File: config.mk
export PLATFORM = sky130hd
export DESIGN_NAME = mul_sched
export DESIGN_NICKNAME = d
export VERILOG_FILES = /design/src/rtl/mul_sched_pkg.sv /design/src/rtl/iv_fp_mul.sv /design/src/rtl/mul_sched_rr_arb.sv /design/src/rtl/mul_sched.sv
export SDC_FILE = /design/constraint.sdc
export NUM_CORES = 1
export LEC_CHECK = 0
export ABC_CLOCK_PERIOD_IN_PS = 5600
export BUFFER_PORTS_ARGS = -buffer_cell sky130_fd_sc_hd__buf_2
export CORE_MARGIN = 5
export CORE_UTILIZATION = 40
export DETAILED_ROUTE_END_ITERATION = 6
export PLACE_DENSITY = 0.67
export REMOVE_ABC_BUFFERS = 1
export SETUP_SLACK_MARGIN = 0.02
export SLEW_MARGIN = 20
export SYNTH_ARGS = -nofsm -noshare
export SYNTH_HDL_FRONTEND = slang
export SYNTH_SLANG_ARGS = --single-unit
File: constraint.sdc
create_clock -name clk -period 5.6 [get_ports clk]
set_input_delay 1.12 -clock clk [delete_from_list [all_inputs] [get_ports clk]]
set_output_delay 1.12 -clock clk [all_outputs]
set_load 0.02 [all_outputs]
File: src/rtl/mul_sched_pkg.sv
// Shared types and defaults for the bfloat16 multiplier scheduler.
// Holds the default operand/error widths, the bfloat16 word type, the
// registered response record and the multiplier error codes.
package mul_sched_pkg;

  localparam int DATA_WIDTH_DEF  = 16;
  localparam int ERROR_WIDTH_DEF = 2;
  localparam int ID_WIDTH_MAX    = 3;   // enough for up to 8 requesters

  typedef logic [15:0] bf16_t;

  typedef struct packed {
    logic [ID_WIDTH_MAX-1:0]    id;
    bf16_t                      data;
    logic [ERROR_WIDTH_DEF-1:0] error;
  } rsp_t;

  // Multiplier error codes
  localparam logic [1:0] ERR_NONE = 2'b00;
  localparam logic [1:0] ERR_OVF  = 2'b01;
  localparam logic [1:0] ERR_UNF  = 2'b10;
  localparam logic [1:0] ERR_NAN  = 2'b11;

  // Assemble a bfloat16 word from its fields
  function automatic bf16_t bf16_pack(input logic sgn, input logic [7:0] exp,
                                      input logic [6:0] man);
    return {sgn, exp, man};
  endfunction

endpackage

File: src/rtl/iv_fp_mul.sv
// Team bfloat16 multiplier, purely combinational.
// Subnormal inputs are treated as zero and the mantissa is truncated.
// error: 00 ok, 01 overflow (result +/-inf), 10 underflow (result +/-0),
// 11 invalid (NaN input or inf*0; result is the canonical NaN 7FC0).
module iv_fp_mul
  import mul_sched_pkg::*;
(
  input  bf16_t      in1,
  input  bf16_t      in2,
  output bf16_t      out,
  output logic [1:0] error
);

  logic              sgn_s;
  logic [7:0]        ea_s, eb_s;
  logic [6:0]        ma_s, mb_s;
  logic              nan_a_s, nan_b_s, inf_a_s, inf_b_s, zero_a_s, zero_b_s;
  logic [15:0]       prod_s;
  logic signed [9:0] exp_raw_s;
  logic signed [9:0] exp_adj_s;
  logic [6:0]        man_s;

  assign sgn_s    = in1[15] ^ in2[15];
  assign ea_s     = in1[14:7];
  assign eb_s     = in2[14:7];
  assign ma_s     = in1[6:0];
  assign mb_s     = in2[6:0];
  assign nan_a_s  = (ea_s == 8'hFF) && (ma_s != 7'h00);
  assign nan_b_s  = (eb_s == 8'hFF) && (mb_s != 7'h00);
  assign inf_a_s  = (ea_s == 8'hFF) && (ma_s == 7'h00);
  assign inf_b_s  = (eb_s == 8'hFF) && (mb_s == 7'h00);
  assign zero_a_s = (ea_s == 8'h00);
  assign zero_b_s = (eb_s == 8'h00);

  // Mantissa product, normalisation and special-case selection
  always_comb begin
    prod_s    = {8'h00, 1'b1, ma_s} * {8'h00, 1'b1, mb_s};
    exp_raw_s = $signed({2'b00, ea_s}) + $signed({2'b00, eb_s}) - 10'sd127;
    if (prod_s[15]) begin
      man_s     = prod_s[14:8];
      exp_adj_s = exp_raw_s + 10'sd1;
    end else begin
      man_s     = prod_s[13:7];
      exp_adj_s = exp_raw_s;
    end

    if (nan_a_s || nan_b_s || (inf_a_s && zero_b_s) || (zero_a_s && inf_b_s)) begin
      out   = 16'h7FC0;
      error = ERR_NAN;
    end else if (inf_a_s || inf_b_s) begin
      out   = bf16_pack(sgn_s, 8'hFF, 7'h00);
      error = ERR_NONE;
    end else if (zero_a_s || zero_b_s) begin
      out   = bf16_pack(sgn_s, 8'h00, 7'h00);
      error = ERR_NONE;
    end else if (exp_adj_s >= 10'sd255) begin
      out   = bf16_pack(sgn_s, 8'hFF, 7'h00);
      error = ERR_OVF;
    end else if (exp_adj_s <= 10'sd0) begin
      out   = bf16_pack(sgn_s, 8'h00, 7'h00);
      error = ERR_UNF;
    end else begin
      out   = bf16_pack(sgn_s, exp_adj_s[7:0], man_s);
      error = ERR_NONE;
    end
  end

endmodule

File: src/rtl/mul_sched_rr_arb.sv
// Round-robin arbiter for the multiplier scheduler.
// The search starts at ptr and wraps; the winner's successor becomes the
// next pointer. With en low or no request, grant is zero and ptr holds.
module mul_sched_rr_arb #(
  parameter int NUM_REQ = 4,
  parameter int IDW     = $clog2(NUM_REQ)
) (
  input  logic [NUM_REQ-1:0] req,
  input  logic [IDW-1:0]     ptr,
  input  logic               en,
  output logic [NUM_REQ-1:0] grant,
  output logic [IDW-1:0]     next_ptr
);

  logic [IDW-1:0] idx_s;
  logic           found_s;

  // Rotating priority search, first requester at or after ptr wins
  always_comb begin
    grant    = '0;
    next_ptr = ptr;
    found_s  = 1'b0;
    idx_s    = '0;
    for (int k = 0; k < NUM_REQ; k++) begin
      idx_s = IDW'((int'(ptr) + k) % NUM_REQ);
      if (en && !found_s && req[idx_s]) begin
        grant[idx_s] = 1'b1;
        found_s      = 1'b1;
        next_ptr     = IDW'((int'(idx_s) + 1) % NUM_REQ);
      end else begin
        found_s = found_s;
      end
    end
  end

endmodule

File: src/rtl/mul_sched.sv
// Two-stage scheduler sharing one bfloat16 multiplier among NUM_REQ
// requesters. S1 captures the granted operands, the multiplier sits
// between S1 and S2, and S2 drives the registered response.
// Define MUL_SCHED_STATS_EN to build the saturating op/error counters;
// without it op_cnt and err_cnt are tied to zero.
module mul_sched
  import mul_sched_pkg::*;
#(
  parameter int NUM_REQ     = 4,
  parameter int DATA_WIDTH  = DATA_WIDTH_DEF,
  parameter int ERROR_WIDTH = ERROR_WIDTH_DEF,
  parameter int IDW         = $clog2(NUM_REQ)
) (
  input  logic                          clk,
  input  logic                          rst_n,
  input  logic [NUM_REQ-1:0]            req_valid,
  output logic [NUM_REQ-1:0]            req_ready,
  input  logic [NUM_REQ*DATA_WIDTH-1:0] req_a,
  input  logic [NUM_REQ*DATA_WIDTH-1:0] req_b,
  output logic                          rsp_valid,
  input  logic                          rsp_ready,
  output logic [IDW-1:0]                rsp_id,
  output logic [DATA_WIDTH-1:0]         rsp_data,
  output logic [ERROR_WIDTH-1:0]        rsp_error,
  output logic [15:0]                   op_cnt,
  output logic [15:0]                   err_cnt
);

  logic [NUM_REQ-1:0]    grant_s;
  logic [IDW-1:0]        ptr_r, next_ptr_s, gnt_id_s;
  logic                  adv_s, grant_en_s, any_grant_s;
  logic [DATA_WIDTH-1:0] gnt_a_s, gnt_b_s;
  logic                  s1_valid_r;
  logic [DATA_WIDTH-1:0] s1_a_r, s1_b_r;
  logic [IDW-1:0]        s1_id_r;
  logic                  rsp_valid_r;
  rsp_t                  rsp_r;
  bf16_t                 mul_out_s;
  logic [1:0]            mul_err_s;

  // S2 can take a new value when empty or being drained; S1 moves with it
  assign adv_s       = !rsp_valid_r || rsp_ready;
  // Accept only outside reset and when S1 has room this cycle
  assign grant_en_s  = rst_n && (!s1_valid_r || adv_s);
  assign any_grant_s = |grant_s;
  assign req_ready   = grant_s;

  mul_sched_rr_arb #(
    .NUM_REQ (NUM_REQ),
    .IDW     (IDW)
  ) u_arb (
    .req      (req_valid),
    .ptr      (ptr_r),
    .en       (grant_en_s),
    .grant    (grant_s),
    .next_ptr (next_ptr_s)
  );

  // Select the granted requester's index and operands
  always_comb begin
    gnt_id_s = '0;
    gnt_a_s  = '0;
    gnt_b_s  = '0;
    for (int i = 0; i < NUM_REQ; i++) begin
      if (grant_s[i]) begin
        gnt_id_s = IDW'(i);
        gnt_a_s  = req_a[i*DATA_WIDTH +: DATA_WIDTH];
        gnt_b_s  = req_b[i*DATA_WIDTH +: DATA_WIDTH];
      end else begin
        gnt_id_s = gnt_id_s;
      end
    end
  end

  // Round-robin pointer; the arbiter returns ptr unchanged when idle
  always_ff @(posedge clk) begin
    if (!rst_n) begin
      ptr_r <= '0;
    end else begin
      ptr_r <= next_ptr_s;
    end
  end

  // S1: granted operands and requester index
  always_ff @(posedge clk) begin
    if (!rst_n) begin
      s1_valid_r <= 1'b0;
      s1_a_r     <= '0;
      s1_b_r     <= '0;
      s1_id_r    <= '0;
    end else if (any_grant_s) begin
      s1_valid_r <= 1'b1;
      s1_a_r     <= gnt_a_s;
      s1_b_r     <= gnt_b_s;
      s1_id_r    <= gnt_id_s;
    end else if (adv_s) begin
      s1_valid_r <= 1'b0;
    end
  end

  iv_fp_mul u_mul (
    .in1   (bf16_t'(s1_a_r)),
    .in2   (bf16_t'(s1_b_r)),
    .out   (mul_out_s),
    .error (mul_err_s)
  );

  // S2: registered multiplier result, held while the consumer stalls
  always_ff @(posedge clk) begin
    if (!rst_n) begin
      rsp_valid_r <= 1'b0;
      rsp_r       <= '0;
    end else if (adv_s) begin
      rsp_valid_r <= s1_valid_r;
      if (s1_valid_r) begin
        rsp_r.id    <= ID_WIDTH_MAX'(s1_id_r);
        rsp_r.data  <= mul_out_s;
        rsp_r.error <= mul_err_s;
      end
    end
  end

  assign rsp_valid = rsp_valid_r;
  assign rsp_id    = IDW'(rsp_r.id);
  assign rsp_data  = DATA_WIDTH'(rsp_r.data);
  assign rsp_error = ERROR_WIDTH'(rsp_r.error);

`ifdef MUL_SCHED_STATS_EN
  logic [15:0] op_cnt_r, err_cnt_r;

  // Saturating counts of completed operations and of erroneous ones
  always_ff @(posedge clk) begin
    if (!rst_n) begin
      op_cnt_r  <= 16'h0000;
      err_cnt_r <= 16'h0000;
    end else if (rsp_valid_r && rsp_ready) begin
      if (op_cnt_r != 16'hFFFF) begin
        op_cnt_r <= op_cnt_r + 16'd1;
      end
      if ((rsp_r.error != 2'b00) && (err_cnt_r != 16'hFFFF)) begin
        err_cnt_r <= err_cnt_r + 16'd1;
      end
    end
  end

  assign op_cnt  = op_cnt_r;
  assign err_cnt = err_cnt_r;
`else
  assign op_cnt  = 16'h0000;
  assign err_cnt = 16'h0000;
`endif

endmodule

* Yosys cells after proc, flatten, opt, wreduce, memory -nomap -nowiden
Cells that the tools add are included.
** Word-level totals
- Bits in writable memories :: 0
- Memories kept :: 0
- Output and inout port bits :: 57
- Logic and storage cells :: 127
- Memory bits (read-only) :: 0
- Bits in latches :: 0
- Flip-flop bits (word level) :: 58
** Cells by class
- $lt $le $gt $ge :: 10
- Reductions and logical operators :: 40
- Bitwise operators :: 4
- Multiply operators :: 1
- Shift operators :: 0
- $add $sub $neg :: 9
- Div/mod/pow operators :: 0
- Multiplexer cells :: 52
- Equal/unequal tests :: 2
** Operators with widths (number)
- $mux W16 :: 9
- $mux W15 :: 4
- $mux W2 :: 11
- $logic_and A1 B1 Y1 :: 18
- $eq A8 B8 Y1 const B :: 2
- $logic_not A8 Y1 :: 2
- $mul A8 B8 Y16 :: 1
- $mux W4 :: 4
- $logic_not A7 Y1 :: 2
- $mux W1 :: 14
- $reduce_bool A7 Y1 :: 2
- $lt A2 B3 Y1 const B :: 4
- $or A4 B4 Y4 :: 3
- $add A10 B2 Y10 const B :: 1
- $ge A10 B9 Y1 const B :: 1
- $le A10 B1 Y1 const B :: 1
- $mux W10 :: 1
- $sub A10 B8 Y10 const B :: 1
- $add A8 B8 Y9 :: 1
- $add A2 B1 Y2 const B :: 4
- $bmux W1 S2 :: 4
- $demux W1 S2 :: 4
- $ge A2 B1 Y1 const B :: 4
- $logic_or A1 B1 Y1 :: 7
- other kinds (8) :: 13

* Longest topological paths before layout
- Word-level depth :: 22
- Depth in mapped cells :: 23

* By module
From an unflattened synthesis, not the netlist that was laid out.
** Unflattened totals
- Cells, all modules :: 847
- Area total of the unflattened synthesis :: 7005.5 um^2
** By module, submodules not included
- iv_fp_mul :: times used 1, area each 3607.2 um^2, cells each 461, seq. area each 0.0 um^2
- mul_sched :: times used 1, area each 2944.1 um^2, cells each 340, seq. area each 1161.1 um^2
- mul_sched_rr_arb :: times used 1, area each 454.2 um^2, cells each 46, seq. area each 0.0 um^2

* Worst setup path before layout
No wires, ideal clock.
- Kind :: register to register
- Start point :: register s1_a_r[2]
- End point :: register rsp_r, in the netlist rsp_data[6]
- Setup slack :: -0.066 ns
- Path buffers :: 2
- Arrival time :: 5.528 ns
- Setup time :: 0.139 ns
- Clock period less this slack :: 5.666 ns
- Stages on the path, launching flop included :: 22
- Cells stage by stage :: dfxtp_1 -> clkbuf_1 -> nand2_1 -> fa_1 -> inv_1 -> fa_1 -> fa_1 -> inv_1 -> fa_1 -> inv_1 -> ha_1 -> a21oi_1 -> o21ai_0 -> a221o_1 -> or3_1 -> and2_0 -> clkbuf_1 -> nor4_1 -> a21oi_1 -> or4_4 -> o211ai_4 -> o32ai_1
** On the way
- Word-level cells in the longest chain between the ends :: 8
- Elaborated cells on any way between the ends :: 19
** RTL lines
- from (decl) :: line mul_sched.sv:34 : logic [DATA_WIDTH-1:0] s1_a_r, s1_b_r;
- from (signal assigned) :: line mul_sched.sv:93 : s1_a_r <= gnt_a_s;
- $mul A8 B8 Y16 :: line iv_fp_mul.sv:37 : prod_s = {8'h00, 1'b1, ma_s} * {8'h00, 1'b1, mb_s};
- $mux W10 :: line iv_fp_mul.sv:39 : if (prod_s[15]) begin
- $le A10 B1 Y1 :: line iv_fp_mul.sv:59 : end else if (exp_adj_s <= 10'sd0) begin
- $mux W15 :: line iv_fp_mul.sv:59
- $mux W15 :: line iv_fp_mul.sv:56 : end else if (exp_adj_s >= 10'sd255) begin
- $mux W15 :: line iv_fp_mul.sv:53 : end else if (zero_a_s || zero_b_s) begin
- $mux W15 :: line iv_fp_mul.sv:50 : end else if (inf_a_s || inf_b_s) begin
- $mux W16 (*) :: line iv_fp_mul.sv:47 : if (nan_a_s || nan_b_s || (inf_a_s && zero_b_s) || (zero_a_s && inf_b_s)) begin
- to (decl) :: line mul_sched.sv:37 : rsp_t rsp_r;
Mark *: on every way between the ends. The rest lies on a longest branch, timed or not.
A chain may end at the register's enable or synchronous reset.

* Final worst setup path
- Start point :: register s1_b_r[3]
- End point :: register rsp_r, in the netlist rsp_data[6]
** On the way
- Word-level cells in the longest chain between the ends :: 8
- Elaborated cells on any way between the ends :: 19
** RTL lines
- from (decl) :: line mul_sched.sv:34
- from (signal assigned) :: line mul_sched.sv:94 : s1_b_r <= gnt_b_s;
- $mul A8 B8 Y16 :: line iv_fp_mul.sv:37
- $mux W10 :: line iv_fp_mul.sv:39
- $le A10 B1 Y1 :: line iv_fp_mul.sv:59
- $mux W15 :: line iv_fp_mul.sv:59
- $mux W15 :: line iv_fp_mul.sv:56
- $mux W15 :: line iv_fp_mul.sv:53
- $mux W15 :: line iv_fp_mul.sv:50
- $mux W16 (*) :: line iv_fp_mul.sv:47
Marked as above.

==> metrics.md <==
| Metric | Value |
|---|---|
| Longest Clk Path Bufs | 2 |
| Primary FF master, synth | dfxtp_1 |
| Arrival @ worst endpoint | 5.67 ns |
| Skew final | 0.0107 ns |
| Final Non-Filler Cells | 1,196 |
| Post-DP Area | 7810 sq um |
| Width of the die | 139 um |
| Post-layout min period | 5.47 ns |
| Part of the Yosys area used for sequential elements | 0.174 |
| Met1 track demand over resource | 0.228 |
| First-pass GRT wire length | between 30,000 and 40,000 um |
| Core ar. | 16,500 sq um |
| Clock latency on the worst-skew pair | roughly 0.34 ns |
| Inst Count DP | 1,177 |
| Post-route cell area | 8310 sq um |
| Largest area contributor in the netlist | dfxtp_1 |
| IO Pins | ~190 |
| Achievable clock frequency | between 0.15 and 0.2 GHz |
| GR Util met3 | 0.0453 |
| Via-per-instance ratio | 5.46 |
| Vias in the first global route | around 6,100 |
| Initial antenna violation count | 1 |
| # rows | 47 |
| Hold crit path type | flop to flop |
| Max Cap Violations | 0 |
| Gp weighted congestion | between 0.9 and 1 |
| FFs w/ async S/R, synth | 0 |
| Die ar. | 19,400 sq um |
| Synth warn | 0 |
| Worst vdd ir | 0.000194 V |
| Final Hold Vio Count | 0 |
| Root Driver | clkbuf_16 |
| Post-Route WL | 19,200 um |
| Worst EP required | slightly below 6 ns |
| Routed WL per cell | 16.0 um |
| Layout cells sized above 1 | 0.294 |
| Net count, final | 1,193 |
| Post-route DRC | 0 |
| Antenna viol nets, final | 0 |
| CP endpoint kind | flop |
| HPWL Detailed | 15,400 um |
| Max_slew headroom | 0.396 |
| CP Launch Type | flop |
| Crit Path Max Fanout | 7 |
| Post-Syn Area | 6690 sq um |
| PortBufs | 159 |
| Final Util | 0.504 |
| Power density cells | 419 nW/um^2 |
| Lkg Pwr | 4.03 nW |
| Top cells by area, synth | dfxtp_1, fa_1, ha_1 |
| Synth unique cells | 80 |
| Worst-path clk slew | 0.06 ns |
| CTS tree | yes |
| # fillers | around 1,600 |
| Post-synth top cells | inv_1, a22oi_1, dfxtp_1, ha_1, nand2_1 |
| Synth top area share | 0.174 |
| Status | complete, no violations |
| Total grt overflow | 0 |
| H-tree depth | 3 |
| N_diodes | 0 |
| Worst-Margin Slew | 0.906 ns |
| Cell with the most instances after synthesis | inv_1 |
| GRT met2 Usage | 0.338 |
| Initial Utilization | 0.406 |
| Layout Area Growth over Synthesis | 24.3% |
| Crit Path Class | flop to flop |
| Unrepaired setup endpoints after global routing | true |
| Period utilization | 0.977 |
| Num CTS Buffers | 9 |
| Post-synth EDFFs | 0 |
| Via count | between 6,000 and 7,000 |
| Max Slew Vio Count | 0 |
| Drt pass-1 iters | 5 |
| Die height | 139 um |
| Pin count of the biggest net entering global routing | 66 |
| Mapped Avg Cell Area | 8.38 sq um |
| Setup TNS | 0 ns |
| Yosys reg bits | 58 |
| Most used routing layer | met2 |
| Sink Count | 58 |
| Final setup violation count | 0 |
| Total Routing Usage GR | 0.188 |
| Hold Buf Count CTS | 0 |
| Detailed Route Iter0 Violations | 294 |
| Synth Instances | 798 |
[state kept, by name, summed over array words and instances, names as in the netlist]
| signal | cells |
|---|---|
| ptr_r | 2 |
| rsp_id | 2 |
| s1_b_r | 16 |
| rsp_valid | 1 |
| rsp_error | 2 |
| s1_valid_r | 1 |
| s1_a_r | 16 |
| s1_id_r | 2 |
| rsp_data | 16 |
[worst max-delay path, stage by stage (launching register included)]
cell	delay (ns)
dfxtp_2	0.33
buf_4	0.14
and2_1	0.14
fa_1	0.50
fa_1	0.52
fa_1	0.55
inv_1	0.05
fa_1	0.35
inv_1	0.10
ha_4	0.22
a21oi_4	0.15
o21ai_1	0.08
a221o_1	0.38
or3_1	0.38
and2_4	0.19
nor4_2	0.21
a21oi_1	0.06
or4_4	0.57
o211ai_4	0.27
o32ai_2	0.14
[cell type report]
cell class	instances	area, sq um	share of cell area
Clock buffer	12	256	0.0309
Inverter	79	297	0.0357
Timing Repair Buffer	208	1160	0.140
Clock inverter	4	50.0	0.00603
Tap cell	220	275	0.0331
Multi-Input combinational cell	615	5080	0.612
Sequential cell	58	1180	0.142
[power breakdown]
part / internal, mW / switching (mW) / total [mW]
Combinational: 0.987 / 1.29 / 2.28
Clock: 0.368 / 0.205 / 0.573
Sequential: 0.519 / 0.112 / 0.630
[metrics by stage]
step                hold slack, ns  worst slack (ns)  power [mW]
floorplan                    0.432             -1.97        2.16
global placement             0.441           -0.0362        2.79
detailed placement           0.452            -0.125        2.81
CTS                          0.458            0.0243        3.42
global route                 0.482           -0.0675        3.79
finish                       0.452             0.126        3.48
[cells by family after synthesis]
family	count (synthesis)	synth area share
AND/OR/NAND/NOR	204	0.161
buffers and inverters	156	0.109
adder cells (fa/ha/maj)	87	0.203
other	1	0.000561
multiplexers	5	0.0133
XOR/XNOR	25	0.0401
AO/OA/AOI/OAI	262	0.299
flip-flops	58	0.174
[final timing paths]
path / start / end / slack, ns / depth (start not counted)
worst max-delay path: s1_b_r[3]$_SDFFE_PN0P_ / rsp_data[6]$_SDFFE_PN0P_ / 0.13 / 19
worst min-delay path: s1_id_r[0]$_SDFFE_PN0P_ / rsp_id[0]$_SDFFE_PN0P_ / 0.45 / 2
worst min register to register: s1_id_r[0]$_SDFFE_PN0P_ / rsp_id[0]$_SDFFE_PN0P_ / 0.45 / 2
worst max register to register: s1_b_r[3]$_SDFFE_PN0P_ / rsp_data[6]$_SDFFE_PN0P_ / 0.13 / 19
[timing repair]
action	in CTS	in global routing
setup buffers	0	3
resized for setup	10	38
pin swaps	7	24
setup endpoints to repair	13	16
[metal layers]
metal | up-vias | part of all wire
met1 | 3106 | 0.41
met5 | - | 0.00037
li1 | 3216 | -
met3 | 25 | 0.059
met2 | 181 | 0.52
met4 | 2 | 0.014
[cells in the final DEF (no fill, tap or decap), types with 16 or more instances in the layout]
cell type  count
o211ai_1      39
o21ai_0       19
and2_1        31
a22oi_1       65
nor2_1        39
nand2_1       42
dfxtp_1       47
buf_4         49
buf_2        159
xnor2_1       16
inv_1         72
a21oi_1       33
ha_1          46
conb_1        32
o211a_1       33
fa_1          34
Power figures use the tool's default switching activity.
